==> src/rtl/decode_pkg.sv <==
// rtl/decode_pkg.sv - shared RV32I decode codes, opcodes, funct fields and immediate helpers
package decode_pkg;

  localparam logic [6:0] OPC_LOAD   = 7'b0000011;
  localparam logic [6:0] OPC_OP_IMM = 7'b0010011;
  localparam logic [6:0] OPC_AUIPC  = 7'b0010111;
  localparam logic [6:0] OPC_STORE  = 7'b0100011;
  localparam logic [6:0] OPC_OP     = 7'b0110011;
  localparam logic [6:0] OPC_LUI    = 7'b0110111;
  localparam logic [6:0] OPC_BRANCH = 7'b1100011;
  localparam logic [6:0] OPC_JALR   = 7'b1100111;
  localparam logic [6:0] OPC_JAL    = 7'b1101111;

  localparam logic [2:0] F3_ADD_SUB = 3'b000;
  localparam logic [2:0] F3_SLL     = 3'b001;
  localparam logic [2:0] F3_SLT     = 3'b010;
  localparam logic [2:0] F3_SLTU    = 3'b011;
  localparam logic [2:0] F3_XOR     = 3'b100;
  localparam logic [2:0] F3_SRL_SRA = 3'b101;
  localparam logic [2:0] F3_OR      = 3'b110;
  localparam logic [2:0] F3_AND     = 3'b111;

  localparam logic [2:0] F3_BEQ  = 3'b000;
  localparam logic [2:0] F3_BNE  = 3'b001;
  localparam logic [2:0] F3_BLT  = 3'b100;
  localparam logic [2:0] F3_BGE  = 3'b101;
  localparam logic [2:0] F3_BLTU = 3'b110;
  localparam logic [2:0] F3_BGEU = 3'b111;

  localparam logic [2:0] F3_LB  = 3'b000;
  localparam logic [2:0] F3_LH  = 3'b001;
  localparam logic [2:0] F3_LW  = 3'b010;
  localparam logic [2:0] F3_LBU = 3'b100;
  localparam logic [2:0] F3_LHU = 3'b101;

  localparam logic [2:0] F3_SB = 3'b000;
  localparam logic [2:0] F3_SH = 3'b001;
  localparam logic [2:0] F3_SW = 3'b010;

  localparam logic [6:0] F7_BASE   = 7'b0000000;
  localparam logic [6:0] F7_ALT    = 7'b0100000;
  localparam logic [6:0] F7_MULDIV = 7'b0000001;

  typedef enum logic [4:0] {
    ALU_UNUSED, ALU_ADD, ALU_SUB, ALU_SLL, ALU_SLT, ALU_SLTU, ALU_XOR, ALU_SRL,
    ALU_SRA, ALU_OR, ALU_AND, ALU_LUI, ALU_JAL, ALU_JALR,
    ALU_MUL, ALU_MULH, ALU_MULHSU, ALU_MULHU, ALU_DIV, ALU_DIVU, ALU_REM, ALU_REMU
  } alu_e;

  typedef enum logic [2:0] {NOTLOAD, LD_LB, LD_LH, LD_LW, LD_LBU, LD_LHU} load_e;
  typedef enum logic [1:0] {NOTSTORE, ST_SB, ST_SH, ST_SW} store_e;
  typedef enum logic [3:0] {
    NOTBRANCH, BR_BEQ, BR_BNE, BR_BLT, BR_BGE, BR_BLTU, BR_BGEU, BR_JAL, BR_JALR
  } branch_e;

  typedef struct packed {
    logic [4:0]  rs1;
    logic [4:0]  rs2;
    logic [4:0]  rd;
    alu_e        alucode;
    logic        using_r2;
    logic        using_pc;
    logic        write_reg;
    load_e       info_load;
    store_e      info_store;
    branch_e     info_branch;
    logic        illegal;
    logic [31:0] imm;
  } dec_t;

  localparam dec_t DEC_IDLE = '{
    rs1: 5'd0, rs2: 5'd0, rd: 5'd0, alucode: ALU_UNUSED,
    using_r2: 1'b0, using_pc: 1'b0, write_reg: 1'b0,
    info_load: NOTLOAD, info_store: NOTSTORE, info_branch: NOTBRANCH,
    illegal: 1'b0, imm: 32'd0
  };

  function automatic logic [31:0] imm_i(input logic [31:0] ir);
    return {{20{ir[31]}}, ir[31:20]};
  endfunction

  function automatic logic [31:0] imm_s(input logic [31:0] ir);
    return {{20{ir[31]}}, ir[31:25], ir[11:7]};
  endfunction

  function automatic logic [31:0] imm_b(input logic [31:0] ir);
    return {{19{ir[31]}}, ir[31], ir[7], ir[30:25], ir[11:8], 1'b0};
  endfunction

  function automatic logic [31:0] imm_u(input logic [31:0] ir);
    return {ir[31:12], 12'd0};
  endfunction

  function automatic logic [31:0] imm_j(input logic [31:0] ir);
    return {{11{ir[31]}}, ir[31], ir[19:12], ir[20], ir[30:21], 1'b0};
  endfunction

  // alt picks SUB/SRA; callers gate it so ADDI's imm bit 30 cannot leak in
  function automatic alu_e alu_from_f3(input logic [2:0] f3, input logic alt);
    case (f3)
      F3_ADD_SUB: return alt ? ALU_SUB : ALU_ADD;
      F3_SLL:     return ALU_SLL;
      F3_SLT:     return ALU_SLT;
      F3_SLTU:    return ALU_SLTU;
      F3_XOR:     return ALU_XOR;
      F3_SRL_SRA: return alt ? ALU_SRA : ALU_SRL;
      F3_OR:      return ALU_OR;
      default:    return ALU_AND;
    endcase
  endfunction

endpackage

==> src/rtl/decode_comb.sv <==
// rtl/decode_comb.sv - combinational RV32I field decode; RV_M_EXT_EN enables MUL/DIV decode
module decode_comb
  import decode_pkg::*;
(
  input  logic [31:0] ir,
  output dec_t        dec
);

  logic [6:0] opcode;
  logic [2:0] f3;
  logic [6:0] f7;
  logic       bad;

  assign opcode = ir[6:0];
  assign f3     = ir[14:12];
  assign f7     = ir[31:25];

  always_comb begin
    dec = DEC_IDLE;
    bad = 1'b0;
    case (opcode)
      OPC_OP_IMM: begin
        dec.rs1       = ir[19:15];
        dec.rd        = ir[11:7];
        dec.write_reg = 1'b1;
        dec.imm       = imm_i(ir);
        dec.alucode   = alu_from_f3(f3, (f3 == F3_SRL_SRA) && ir[30]);
        if (f3 == F3_SLL || f3 == F3_SRL_SRA)
          dec.imm = {27'd0, ir[24:20]};
      end
      OPC_OP: begin
        dec.rs1       = ir[19:15];
        dec.rs2       = ir[24:20];
        dec.rd        = ir[11:7];
        dec.using_r2  = 1'b1;
        dec.write_reg = 1'b1;
        if (f7 == F7_MULDIV) begin
`ifdef RV_M_EXT_EN
          case (f3)
            3'b000:  dec.alucode = ALU_MUL;
            3'b001:  dec.alucode = ALU_MULH;
            3'b010:  dec.alucode = ALU_MULHSU;
            3'b011:  dec.alucode = ALU_MULHU;
            3'b100:  dec.alucode = ALU_DIV;
            3'b101:  dec.alucode = ALU_DIVU;
            3'b110:  dec.alucode = ALU_REM;
            default: dec.alucode = ALU_REMU;
          endcase
`else
          bad = 1'b1;
`endif
        end else if (f7 == F7_BASE ||
                     (f7 == F7_ALT && (f3 == F3_ADD_SUB || f3 == F3_SRL_SRA))) begin
          dec.alucode = alu_from_f3(f3, ir[30]);
        end else begin
          bad = 1'b1;
        end
      end
      OPC_LUI: begin
        dec.rd        = ir[11:7];
        dec.write_reg = 1'b1;
        dec.imm       = imm_u(ir);
        dec.alucode   = ALU_LUI;
      end
      OPC_AUIPC: begin
        dec.rd        = ir[11:7];
        dec.write_reg = 1'b1;
        dec.using_pc  = 1'b1;
        dec.imm       = imm_u(ir);
        dec.alucode   = ALU_ADD;
      end
      OPC_JAL: begin
        dec.rd          = ir[11:7];
        dec.write_reg   = 1'b1;
        dec.using_pc    = 1'b1;
        dec.imm         = imm_j(ir);
        dec.alucode     = ALU_JAL;
        dec.info_branch = BR_JAL;
      end
      OPC_JALR: begin
        dec.rs1         = ir[19:15];
        dec.rd          = ir[11:7];
        dec.write_reg   = 1'b1;
        dec.imm         = imm_i(ir);
        dec.alucode     = ALU_JALR;
        dec.info_branch = BR_JALR;
      end
      OPC_BRANCH: begin
        dec.rs1      = ir[19:15];
        dec.rs2      = ir[24:20];
        dec.using_r2 = 1'b1;
        dec.using_pc = 1'b1;
        dec.imm      = imm_b(ir);
        dec.alucode  = ALU_ADD;
        case (f3)
          F3_BEQ:  dec.info_branch = BR_BEQ;
          F3_BNE:  dec.info_branch = BR_BNE;
          F3_BLT:  dec.info_branch = BR_BLT;
          F3_BGE:  dec.info_branch = BR_BGE;
          F3_BLTU: dec.info_branch = BR_BLTU;
          F3_BGEU: dec.info_branch = BR_BGEU;
          default: bad = 1'b1;
        endcase
      end
      OPC_STORE: begin
        dec.rs1      = ir[19:15];
        dec.rs2      = ir[24:20];
        dec.using_r2 = 1'b1;
        dec.imm      = imm_s(ir);
        dec.alucode  = ALU_ADD;
        case (f3)
          F3_SB:   dec.info_store = ST_SB;
          F3_SH:   dec.info_store = ST_SH;
          F3_SW:   dec.info_store = ST_SW;
          default: bad = 1'b1;
        endcase
      end
      OPC_LOAD: begin
        dec.rs1       = ir[19:15];
        dec.rd        = ir[11:7];
        dec.write_reg = 1'b1;
        dec.imm       = imm_i(ir);
        dec.alucode   = ALU_ADD;
        case (f3)
          F3_LB:   dec.info_load = LD_LB;
          F3_LH:   dec.info_load = LD_LH;
          F3_LW:   dec.info_load = LD_LW;
          F3_LBU:  dec.info_load = LD_LBU;
          F3_LHU:  dec.info_load = LD_LHU;
          default: bad = 1'b1;
        endcase
      end
      default: bad = 1'b1;
    endcase

    // an undecodable word carries no fields, only the flag
    if (bad) begin
      dec         = DEC_IDLE;
      dec.illegal = 1'b1;
    end
    dec.write_reg = dec.write_reg && (dec.rd != 5'd0);
  end

endmodule

==> src/rtl/decode_stage.sv <==
// rtl/decode_stage.sv - decode pipeline stage: output register plus skid entry; RV_M_EXT_EN selects MUL/DIV decode
module decode_stage
  import decode_pkg::*;
#(
  parameter int XLEN  = 32,
  parameter int ALU_W = 5
) (
  input  logic             clk,
  input  logic             rst_n,
  input  logic             in_valid,
  output logic             in_ready,
  input  logic [31:0]      in_ir,
  input  logic [XLEN-1:0]  in_pc,
  input  logic             flush,
  output logic             out_valid,
  input  logic             out_ready,
  output logic [4:0]       srcreg1_num,
  output logic [4:0]       srcreg2_num,
  output logic [4:0]       dstreg_num,
  output logic [XLEN-1:0]  imm,
  output logic [ALU_W-1:0] alucode,
  output logic             using_r2,
  output logic             using_pc,
  output logic             write_reg,
  output logic [2:0]       info_load,
  output logic [1:0]       info_store,
  output logic [3:0]       info_branch,
  output logic [XLEN-1:0]  pc2,
  output logic             illegal
);

  dec_t            in_dec;
  dec_t            out_q;
  dec_t            skid_q;
  logic [XLEN-1:0] out_pc_q;
  logic [XLEN-1:0] skid_pc_q;
  logic            out_valid_q;
  logic            skid_valid_q;
  logic            in_ready_q;
  logic            accept;
  logic            out_free;

  decode_comb u_decode_comb (
    .ir  (in_ir),
    .dec (in_dec)
  );

  assign accept   = in_valid && in_ready_q && !flush;
  assign out_free = !out_valid_q || out_ready;

  // in_ready_q tracks !skid_valid but is its own flop so it stays 0 during reset
  always_ff @(posedge clk or negedge rst_n) begin
    if (!rst_n) begin
      out_q        <= DEC_IDLE;
      skid_q       <= DEC_IDLE;
      out_pc_q     <= '0;
      skid_pc_q    <= '0;
      out_valid_q  <= 1'b0;
      skid_valid_q <= 1'b0;
      in_ready_q   <= 1'b0;
    end else if (flush) begin
      out_q        <= DEC_IDLE;
      out_pc_q     <= '0;
      out_valid_q  <= 1'b0;
      skid_valid_q <= 1'b0;
      in_ready_q   <= 1'b1;
    end else begin
      in_ready_q <= !skid_valid_q;
      if (out_free) begin
        if (skid_valid_q) begin
          out_q        <= skid_q;
          out_pc_q     <= skid_pc_q;
          out_valid_q  <= 1'b1;
          skid_valid_q <= 1'b0;
          in_ready_q   <= 1'b1;
        end else if (accept) begin
          out_q       <= in_dec;
          out_pc_q    <= in_pc;
          out_valid_q <= 1'b1;
        end else begin
          out_q       <= DEC_IDLE;
          out_pc_q    <= '0;
          out_valid_q <= 1'b0;
        end
      end else if (accept) begin
        skid_q       <= in_dec;
        skid_pc_q    <= in_pc;
        skid_valid_q <= 1'b1;
        in_ready_q   <= 1'b0;
      end
    end
  end

  assign in_ready    = in_ready_q;
  assign out_valid   = out_valid_q;
  assign srcreg1_num = out_q.rs1;
  assign srcreg2_num = out_q.rs2;
  assign dstreg_num  = out_q.rd;
  assign imm         = XLEN'($signed(out_q.imm));
  assign alucode     = ALU_W'(out_q.alucode);
  assign using_r2    = out_q.using_r2;
  assign using_pc    = out_q.using_pc;
  assign write_reg   = out_q.write_reg;
  assign info_load   = out_q.info_load;
  assign info_store  = out_q.info_store;
  assign info_branch = out_q.info_branch;
  assign illegal     = out_q.illegal;
  assign pc2         = out_pc_q;

endmodule

==> config.mk <==
export PLATFORM = sky130hd
export DESIGN_NAME = decode_stage
export DESIGN_NICKNAME = d
export VERILOG_FILES = /design/src/rtl/decode_pkg.sv /design/src/rtl/decode_comb.sv /design/src/rtl/decode_stage.sv
export SDC_FILE = /design/constraint.sdc
export NUM_CORES = 1
export LEC_CHECK = 0
export BUFFER_PORTS_ARGS = -buffer_cell sky130_fd_sc_hd__buf_4
export CELL_PAD_IN_SITES_DETAIL_PLACEMENT = 1
export CELL_PAD_IN_SITES_GLOBAL_PLACEMENT = 1
export CORE_UTILIZATION = 38
export DETAILED_ROUTE_END_ITERATION = 7
export PLACE_DENSITY = 0.75
export SYNTH_ARGS = -nofsm -noshare
export SYNTH_HDL_FRONTEND = slang
export SYNTH_SLANG_ARGS = --single-unit
==> constraint.sdc <==
create_clock -name clk -period 1.7 [get_ports clk]
set_input_delay 0.255 -clock clk [delete_from_list [all_inputs] [get_ports clk]]
set_output_delay 0.255 -clock clk [all_outputs]
set_load 0.03 [all_outputs]
==> results.json <==
{
  "power_density_nw_per_um2": 852.3,
  "synth_area_sq_um": 8813,
  "arrival_ps": 2120,
  "grt_max_degree": 86,
  "clock-skew-final_ps": 10.27,
  "ys_types": 59,
  "final_cells": 1464,
  "ctsLongestPathBuffers": 2,
  "viasPerCell": 5.542,
  "total_power_w": 0.01022,
  "rsz0062_at_grt": "yes",
  "path_clk_slew_ps": 80,
  "io_buffers": 166,
  "mostFrequentLayoutCells": "buf_4, nand2_1, dfrtp_1",
  "worst_slack_ps": -44.93,
  "grtUsageTotal_pct": 25.69,
  "irDropWorstVdd_mv": 0.5951,
  "synth_warnings": 0,
  "fin_nets": 1235,
  "dieArea_sq_um": 23810,
  "synth_fp_nets": 1007,
  "antenna_found_initial": 0,
  "max_stage_delay_ps": 400,
  "layout_commonest_cell": "buf_4",
  "status": "complete, but fails checks",
  "syn_area_per_cell_sq_um": 9.396,
  "violations": "negative setup slack",
  "place_ws_ps": -467.9,
  "wire_per_inst_microns": 20.25,
  "dp_hpwl_microns": 20750,
  "setup_viol": 15,
  "crit_slowest_cell": "or3b_4",
  "crit_type": "reg2reg",
  "fp.dieH_microns": 154.3,
  "power_leakage_nw": 5.499,
  "fillers": 2580,
  "pin_count": 168,
  "drc": 0,
  "cts_root_buf": "clkbuf_16",
  "synth_cells": 938,
  "overflow": 0,
  "globalplace.congestion": 0.8918,
  "synth-seq-area-share_pct": 55.37,
  "async_flop_share_pct": 100.0,
  "fin_crit_ps": 1745,
  "vias": 8114,
  "ys_seq_elements": 195,
  "wirelength_microns": 29650,
  "area_delta_synth_final_pct": 36.06,
  "firstDrtPassIters": 5,
  "holdCritPathClass": "in2reg",
  "crit_fanout": 11,
  "clk_latency_ps": 450,
  "drt_iter0_markers": 417,
  "required_ps": 2070,
  "dieWidth_microns": 154.3,
  "top_register": "skid_q",
  "coreArea_sq_um": 22710,
  "period_share_pct": 102.6,
  "antenna_cells": 0,
  "fmax_mhz": 573.1,
  "cts_htree_levels": 4,
  "ys.flop_type": "dfrtp_1",
  "max_slew_margin_pct": 52.80,
  "cp-start-kind": "flop",
  "regArea_sq_um": 4882,
  "largest_reg_flops": 64,
  "crit_path_end_kind": "flop",
  "grt_pass1_wl_microns": 47050,
  "hold_violations": 0,
  "place_inst": 1422,
  "slew_viol_final": 0,
  "synth_edf_count": 0,
  "cts_tree": "done",
  "multiInputGateArea_sq_um": 3794,
  "cap_violations": 0,
  "cts.sinks": 195,
  "cts_made_buffers": 17,
  "grt_pass1_vias": 8465,
  "worstPathCellList": "or3b_4 -> nor3_4 -> o2111a_2 -> nand3_4 -> buf_12 -> o21ai_2",
  "layout-drive-gt1-share_pct": 32.32,
  "ant_nets": 0,
  "start_util_pct": 38.81,
  "worst-slew-pin-transition_ps": 700.7,
  "num_rows": 55
}
==> metrics by stage <==
step	util (%)	hold slack [ps]	area [sq um]	setup TNS, ps
finish	52.80	19.65	11990	-413.9
global route	52.80	14.05	11990	-1886
CTS	52.33	5.780	11880	-651.2
detailed placement	48.91	247.7	11110	-39190
global placement	48.91	252.4	11110	-34660
floorplan	-	-40.59	8856	-889.9
==> synthesized netlist by cell type (2+ instances only) <==
cell / instances / area (sq um)
o31ai_1: 2 / 15.01
buf_1: 4 / 15.01
o21ai_0: 115 / 575.6
buf_2: 3 / 15.01
nor2b_1: 4 / 25.02
buf_6: 6 / 67.56
and3b_1: 3 / 26.28
nor3_1: 5 / 25.02
nand3_2: 2 / 20.02
xnor2_1: 3 / 26.28
o21ai_2: 31 / 271.5
nand3b_1: 3 / 22.52
o22ai_1: 2 / 12.51
or4_1: 2 / 15.01
clkbuf_1: 54 / 202.7
nand2b_1: 7 / 43.79
nand4_1: 3 / 18.77
and3_1: 4 / 25.02
o21ai_1: 22 / 110.1
buf_4: 3 / 22.52
inv_1: 12 / 45.04
dfrtp_1: 195 / 4880
a22oi_1: 99 / 743.2
o21a_1: 2 / 15.01
nor3b_1: 3 / 22.52
mux2i_1: 2 / 20.02
nand2_1: 247 / 927.1
nand3_1: 16 / 80.08
a21oi_1: 30 / 150.1
nor2_1: 23 / 86.33
a31oi_1: 3 / 18.77
==> worst max-delay path, delay by kind of cell (launching register included) <==
kind                   cells  cell delay, ps
buffers and inverters      1             210
AO/OA/AOI/OAI              2             390
AND/OR/NAND/NOR            3             710
flip-flops                 1             360
==> path summary, 6_finish.rpt <==
path | endpoint | startpoint | slack (ps) | cells past startpoint
min reg2reg | pc2[10] | pc2[10] | 480 | 2
max reg2reg | skid_q[2] | out_valid | -40 | 6
min | skid_pc_q[23] | in_pc[23] | 20 | 3
max in group asynchronous | imm[7] | rst_n | 730 | 3
max | skid_q[2] | out_valid | -40 | 6
min in group asynchronous | pc2[4] | rst_n | 330 | 2
==> report_power, final <==
group | leakage [nW] | switching [W] | internal (W)
sequential | 2.66 | 0.000132 | 0.00487
combinational | 2.57 | 0.000711 | 0.000463
clock | 0.273 | 0.00207 | 0.00197
total | 5.50 | 0.00291 | 0.00731
==> final cells by class <==
cell class,count,share of cell area [%]
clock buffer,17,3.548
clock inverter,15,1.325
inverter,12,0.3756
multi-input combinational,661,31.64
sequential,195,40.71
tap,285,2.974
timing repair buffer,279,19.43
==> layer usage <==
| metal | vias up | track usage [%] | share of wire, % |
|---|---|---|---|
| met5 | - | 0 | 0 |
| met4 | 0 | 7.591 | 2.1 |
| met3 | 35 | 4.399 | 4.9 |
| met2 | 231 | 43.77 | 50 |
| met1 | 4100 | 33.56 | 43 |
| li1 | 3748 | - | - |
==> cells by family (layout without fill, tap and decap cells) <==
family,count (synthesis),count (layout),share of synthesized area (%)
and+or+nand+nor,333,333,16.21
AOI/OAI and AO/OA,322,322,23.68
DFF,195,195,55.37
buffers and inverters,82,323,4.174
xor gates and xnor gates,3,3,0.2982
muxes,2,2,0.2272
other,1,1,0.04255
==> what timing repair did <==
action	CTS	global route
setup buffers	1	1
hold buffers	9	0
endpoints found under the setup margin	51	78
pin swaps	10	14
gates resized for setup	35	37
gates cloned	1	0
endpoints found under the hold margin	53	0
Note: power is estimated with default switching activity, not from simulation.
